--- config.mk ---
export PLATFORM = sky130hd
export DESIGN_NAME = axi_reg_slave
export DESIGN_NICKNAME = d
export VERILOG_FILES = /design/src/rtl/axi_reg_slave.sv
export SDC_FILE = /design/constraint.sdc
export NUM_CORES = 1
export LEC_CHECK = 0
export CORE_ASPECT_RATIO = 0.7
export CORE_MARGIN = 5
export CORE_UTILIZATION = 41
export CTS_CLUSTER_DIAMETER = 50
export DETAILED_ROUTE_END_ITERATION = 8
export GPL_TIMING_DRIVEN = 0
export PLACE_DENSITY = 0.85
export SLEW_MARGIN = 20
export SYNTH_ARGS = -nofsm -noshare
export SYNTH_HDL_FRONTEND = slang
export SYNTH_SLANG_ARGS = --single-unit
--- constraint.sdc ---
create_clock -name clk -period 3.5 [get_ports clk]
set_input_delay 0.525 -clock clk [delete_from_list [all_inputs] [get_ports clk]]
set_output_delay 0.525 -clock clk [all_outputs]
set_load 0.03 [all_outputs]
--- src/rtl/axi_reg_slave.sv ---
// axi_reg_slave: bus-to-register bridge, one transaction at a time.
// Optional write-data timeout: define AXI_REG_SLAVE_WTIMEOUT_EN.
module axi_reg_slave #(
   parameter int AXI_ADDR_WIDTH = 32,
   parameter int AXI_DATA_WIDTH = 32,
   parameter int REG_ADDR_WIDTH = 4,
   parameter int WTIMEOUT       = 255
) (
   input  logic                      clk,
   input  logic                      rst_n,
   input  logic [AXI_ADDR_WIDTH:0]   ADDR,
   input  logic                      AVALID,
   output logic                      AREADY,
   input  logic                      AWRITE,
   input  logic                      WVALID,
   output logic                      WREADY,
   input  logic [AXI_DATA_WIDTH-1:0] WDATA,
   output logic                      RVALID,
   input  logic                      RREADY,
   output logic [AXI_DATA_WIDTH-1:0] RDATA,
   output logic [REG_ADDR_WIDTH-1:0] reg_addr,
   output logic [AXI_DATA_WIDTH-1:0] reg_wdata,
   output logic                      reg_we,
   output logic                      reg_re,
   input  logic [AXI_DATA_WIDTH-1:0] reg_rdata,
   output logic                      err
);

   typedef enum logic [2:0] {
      IDLE,
      W_DATA,
      RD_REQ,
      RD_WAIT,
      RD_RESP
   } state_t;

   state_t state, next;
   logic   hit;
   logic   hit_d;
   logic   a_fire;
   logic   w_fire;
   logic   wto;

   assign hit_d = (ADDR[1:0] == 2'b00) &&
                  (ADDR[AXI_ADDR_WIDTH:REG_ADDR_WIDTH+2] == '0);
   assign a_fire = AVALID && AREADY;
   assign w_fire = (state == W_DATA) && WVALID;

`ifdef AXI_REG_SLAVE_WTIMEOUT_EN
   logic [7:0] wcnt;

   // fire on the last allowed idle W_DATA cycle; WVALID then wins
   assign wto = (state == W_DATA) && !WVALID &&
                (wcnt == 8'(WTIMEOUT - 1));

   // wait counter: cleared outside W_DATA, counts idle W_DATA cycles
   always_ff @(posedge clk or negedge rst_n) begin
      if (!rst_n)
         wcnt <= '0;
      else if (state != W_DATA)
         wcnt <= '0;
      else if (!WVALID)
         wcnt <= wcnt + 8'd1;
   end
`else
   // no timeout path: W_DATA waits for WVALID indefinitely
   assign wto = (WTIMEOUT < 0);
`endif

   // state register
   always_ff @(posedge clk or negedge rst_n) begin
      if (!rst_n)
         state <= IDLE;
      else
         state <= next;
   end

   // next-state logic
   always_comb begin
      next = state;
      unique case (state)
         IDLE:    if (AVALID) next = AWRITE ? W_DATA : RD_REQ;
         W_DATA:  if (WVALID || wto) next = IDLE;
         RD_REQ:  next = RD_WAIT;
         RD_WAIT: next = RD_RESP;
         RD_RESP: if (RREADY) next = IDLE;
         default: next = IDLE;
      endcase
   end

   // handshake outputs and read strobe decoded from state
   always_comb begin
      AREADY = 1'b0;
      WREADY = 1'b0;
      RVALID = 1'b0;
      reg_re = 1'b0;
      unique case (state)
         IDLE:    AREADY = 1'b1;
         W_DATA:  WREADY = 1'b1;
         RD_REQ:  reg_re = hit;
         RD_WAIT: ;
         RD_RESP: RVALID = 1'b1;
         default: ;
      endcase
   end

   // latch register index and decode result with the address
   always_ff @(posedge clk or negedge rst_n) begin
      if (!rst_n) begin
         reg_addr <= '0;
         hit      <= 1'b0;
      end else if (a_fire) begin
         reg_addr <= ADDR[REG_ADDR_WIDTH+1:2];
         hit      <= hit_d;
      end
   end

   // latch write data and issue the write strobe the following cycle
   always_ff @(posedge clk or negedge rst_n) begin
      if (!rst_n) begin
         reg_wdata <= '0;
         reg_we    <= 1'b0;
      end else begin
         reg_we <= w_fire && hit;
         if (w_fire)
            reg_wdata <= WDATA;
      end
   end

   // capture read data one cycle after the read strobe
   always_ff @(posedge clk or negedge rst_n) begin
      if (!rst_n)
         RDATA <= '0;
      else if (state == RD_WAIT)
         RDATA <= hit ? reg_rdata : '0;
   end

   // error pulse: decode miss on either path, or write-data timeout
   always_ff @(posedge clk or negedge rst_n) begin
      if (!rst_n)
         err <= 1'b0;
      else
         err <= (w_fire && !hit) ||
                ((state == RD_WAIT) && !hit) ||
                wto;
   end

endmodule

==> out/qor.csv <==
stage,metric,value,unit
logic_synthesis,Area contributors post-synth,"dfrtp_1 60%, mux2_4 14%, nand2_1 8.2%, o21ai_0 5.5%, mux2_2 2.9%",
layout,Area Growth Syn to Fin,66.73,%
critical_path,R2R depth,6,
layout,antenna fix cells,0,
logic_synthesis,Synth cell types,23,
global_routing,first-pass GRT wire length,14130,um
global_routing,initial antenna violation count,0,
global_routing,"Remaining Overflow, GRT",0,
sta,endpoints failing hold,0,
logic_synthesis,Synth Register Bits,74,
critical_path,Critical R2R Launch,state[1]$_DFFE_PN0P_,
clocking,CTS Buffer Depth,2,
routing,drt total wl,8909,um
sta,Worst slew margin,0.6123,
logic_synthesis,most frequent cells after synthesis,"74 x dfrtp_1, 68 x nand2_1, 34 x o21ai_0",
place,cell count after placement,531,
critical_path,CP Capture Type,output pin,
min_path,worst hold path type,in -> async,
logic_synthesis,post-synthesis instance total,256,
critical_path,Arrival @ worst endpoint,1.93,ns
critical_path,Crit Reg-Reg Endpoint,reg_wdata[29]$_DFFE_PN0N_,
place,Final Wtd Congestion,0.8001,
critical_path,Crit. Startpoint,hit$_DFFE_PN0P_,
clocking,postcts setup bufs,0,
layout,"Design Area, Final",5174,um^2
sta,minimum clock period after layout,2.454,ns
die,initial core utilization,0.4239,
global_routing,vias in the first global route,2846,
clocking,Root Buffer,clkbuf_8,
logic_synthesis,Syn Nets,359,
sta,setup violators final,0,
clocking,H-tree levels,3,
place,Area after DPL,5005,um^2
sta,"Slew Viols, Final",0,
layout,area occupied by multi-input gates,1109,um^2
clocking,Worst-Skew Late Latency,0.33,ns
die,Die Y,82.79,um
clocking,Hold Buf Count CTS,0,
routing,ANT nets after route,0,
critical_path,Worst R2R Setup Slack,1.85,ns
layout,layout cell share with drive strength beyond 1,0.1514,
layout,register area,1852,um^2
power_and_ir_drop,peak supply drop,0.5247,mV
die,# IOs,177,
logic_synthesis,Post-Syn Area,3103,um^2
job,max_cap viols,0,
critical_path,critical path class,reg -> out,
clocking,clock slew seen by the registers of the worst setup and hold paths,0.08,ns
logic_synthesis,Main synth FF type,dfrtp_1,
critical_path,CP required,2.97,ns
power_and_ir_drop,static leakage,2.145,nW
place,I/O Buffers,176,
place,post-placement setup slack,1.381,ns
status,run status,finished clean,
clocking,cts bufs inserted,9,
global_routing,largest net degree at the start of global routing,40,
critical_path,startpoint types,flip-flop,
layout,Fillers,574,
logic_synthesis,"FFs w/ async S/R, synth",1.000,
sta,worst slew pin tran,0.5816,ns
routing,DR DRC count,0,
logic_synthesis,Mapped Avg Cell Area,12.12,um^2
routing,First DRT Iteration DRCs,55,
logic_synthesis,share of the synthesized area in the top cell type,0.5968,
layout,Final nets,547,
routing,drt wl/cell,16.29,um
logic_synthesis,Syn. warnings,0,
clocking,Sink Count,74,
die,row count,26,
sta,unrepaired setup endpoints after global routing,no,
die,Chip Width,114.0,um
critical_path,crit-path max FO,9,
sta,fmax,0.4075,GHz
logic_synthesis,most frequent cell after synthesis,dfrtp_1,
layout,Layout Cells excl Fill,547,
clocking,CTS resizes,0,
die,Die ar.,9436,um^2
power_and_ir_drop,Total Power,4.593,mW
routing,total number of vias,2554,
routing,First-pass DRT Iterations,4,
logic_synthesis,Post-synth EDFFs,0,
sta,clk_skew,0.008786,ns
sta,post-route setup slack,1.046,ns
logic_synthesis,"area leader, netlist",dfrtp_1,
clocking,CTS tree,done,
logic_synthesis,register area share after synthesis,0.5968,
sta,post-route clock period utilization,0.7012,
critical_path,critical path endpoint,reg_re,
die,Core Region,7320,um^2
place,detailed placement HPWL,7051,um
power_and_ir_drop,PD cells,887.8,nW/um^2
routing,Via-to-Cell Ratio,4.669,
sta,Worst Hold Margin,0.1571,ns
global_routing,global-route usage over all layers,0.1942,
[worst min path at each step]
stage | from | to | slack [ns] | cells after the start
2_1_floorplan | rst_n | RDATA[0]$_DFFE_PN0P_ | 0.23 | 0
3_3_place_gp | RDATA[27]$_DFFE_PN0P_ | RDATA[27]$_DFFE_PN0P_ | 0.46 | 2
3_5_place_dp | RDATA[14]$_DFFE_PN0P_ | RDATA[14]$_DFFE_PN0P_ | 0.47 | 2
4_1_cts | rst_n | reg_wdata[4]$_DFFE_PN0N_ | 0.16 | 1
5_1_grt | rst_n | reg_wdata[4]$_DFFE_PN0N_ | 0.17 | 1
6_report | rst_n | reg_wdata[4]$_DFFE_PN0N_ | 0.16 | 1
[logic make-up (layout without fill, tap and decap cells)]
kind of cell,after synthesis,after routing,share of synthesized area
buf+inv,19,212,0.04597
flops,74,74,0.5968
mux,37,37,0.1694
compound gates,38,38,0.06331
simple gates,88,88,0.1246
[worst max-delay path: stages (launching register included)]
cell             delay (ns)
dfrtp_1                0.32
clkbuf_1               0.31
and4bb_2               0.29
clkdlybuf4s50_1        0.67
[final cells by class]
cell class,count,share of cell area
repair buffers,177,0.3439
inverters,3,0.002177
clock buffers,10,0.02467
clock inverters,6,0.007981
multi-input cells,163,0.2143
flip-flops and latches,74,0.3579
well taps,98,0.02370
plain buffers,16,0.02539
[state kept, by name, indices dropped and copies added, names as in the netlist]
signal     cells
reg_addr       4
state          3
hit            1
RDATA         32
reg_wdata     32
reg_we         1
err            1
[layout by cell type (no fill, tap or decap), types with 3 or more instances in the layout]
cell type	Yosys	layout
nor4_1	6	6
nor2_1	3	3
o21ai_0	34	34
nand2_1	68	68
inv_1	3	3
mux2_4	29	29
buf_2	4	4
nor3_1	3	3
mux2_2	8	8
clkinvlp_4	0	3
clkdlybuf4s50_1	0	175
dfrtp_1	74	74
buf_12	4	5
clkbuf_1	7	8
clkbuf_8	0	9
[report_power, final]
group	leakage (nW)	total, mW	switching, mW	internal, mW
logic	1.13	2.56	1.34	1.22
registers	0.938	1.47	0.224	1.24
clock network	0.0787	0.570	0.312	0.257
total	2.15	4.59	1.87	2.72
[stage by stage]
stage	util	setup TNS, ns
after floorplan	-	0
after global placement	0.6814	-42.97
after detailed placement	0.6838	0
after CTS	0.7068	0
after global routing	0.7068	0
final	0.7068	0
[per-layer routing]
layer | vias up | global-route usage | wire length, um
li1 | 1236 | - | -
met1 | 1205 | 0.2428 | 3882
met2 | 109 | 0.3329 | 4244
met3 | 4 | 0.06739 | 732
met4 | 0 | 0.03677 | 49
met5 | - | 0 | 0
Note: power is estimated with default switching activity, not from simulation.
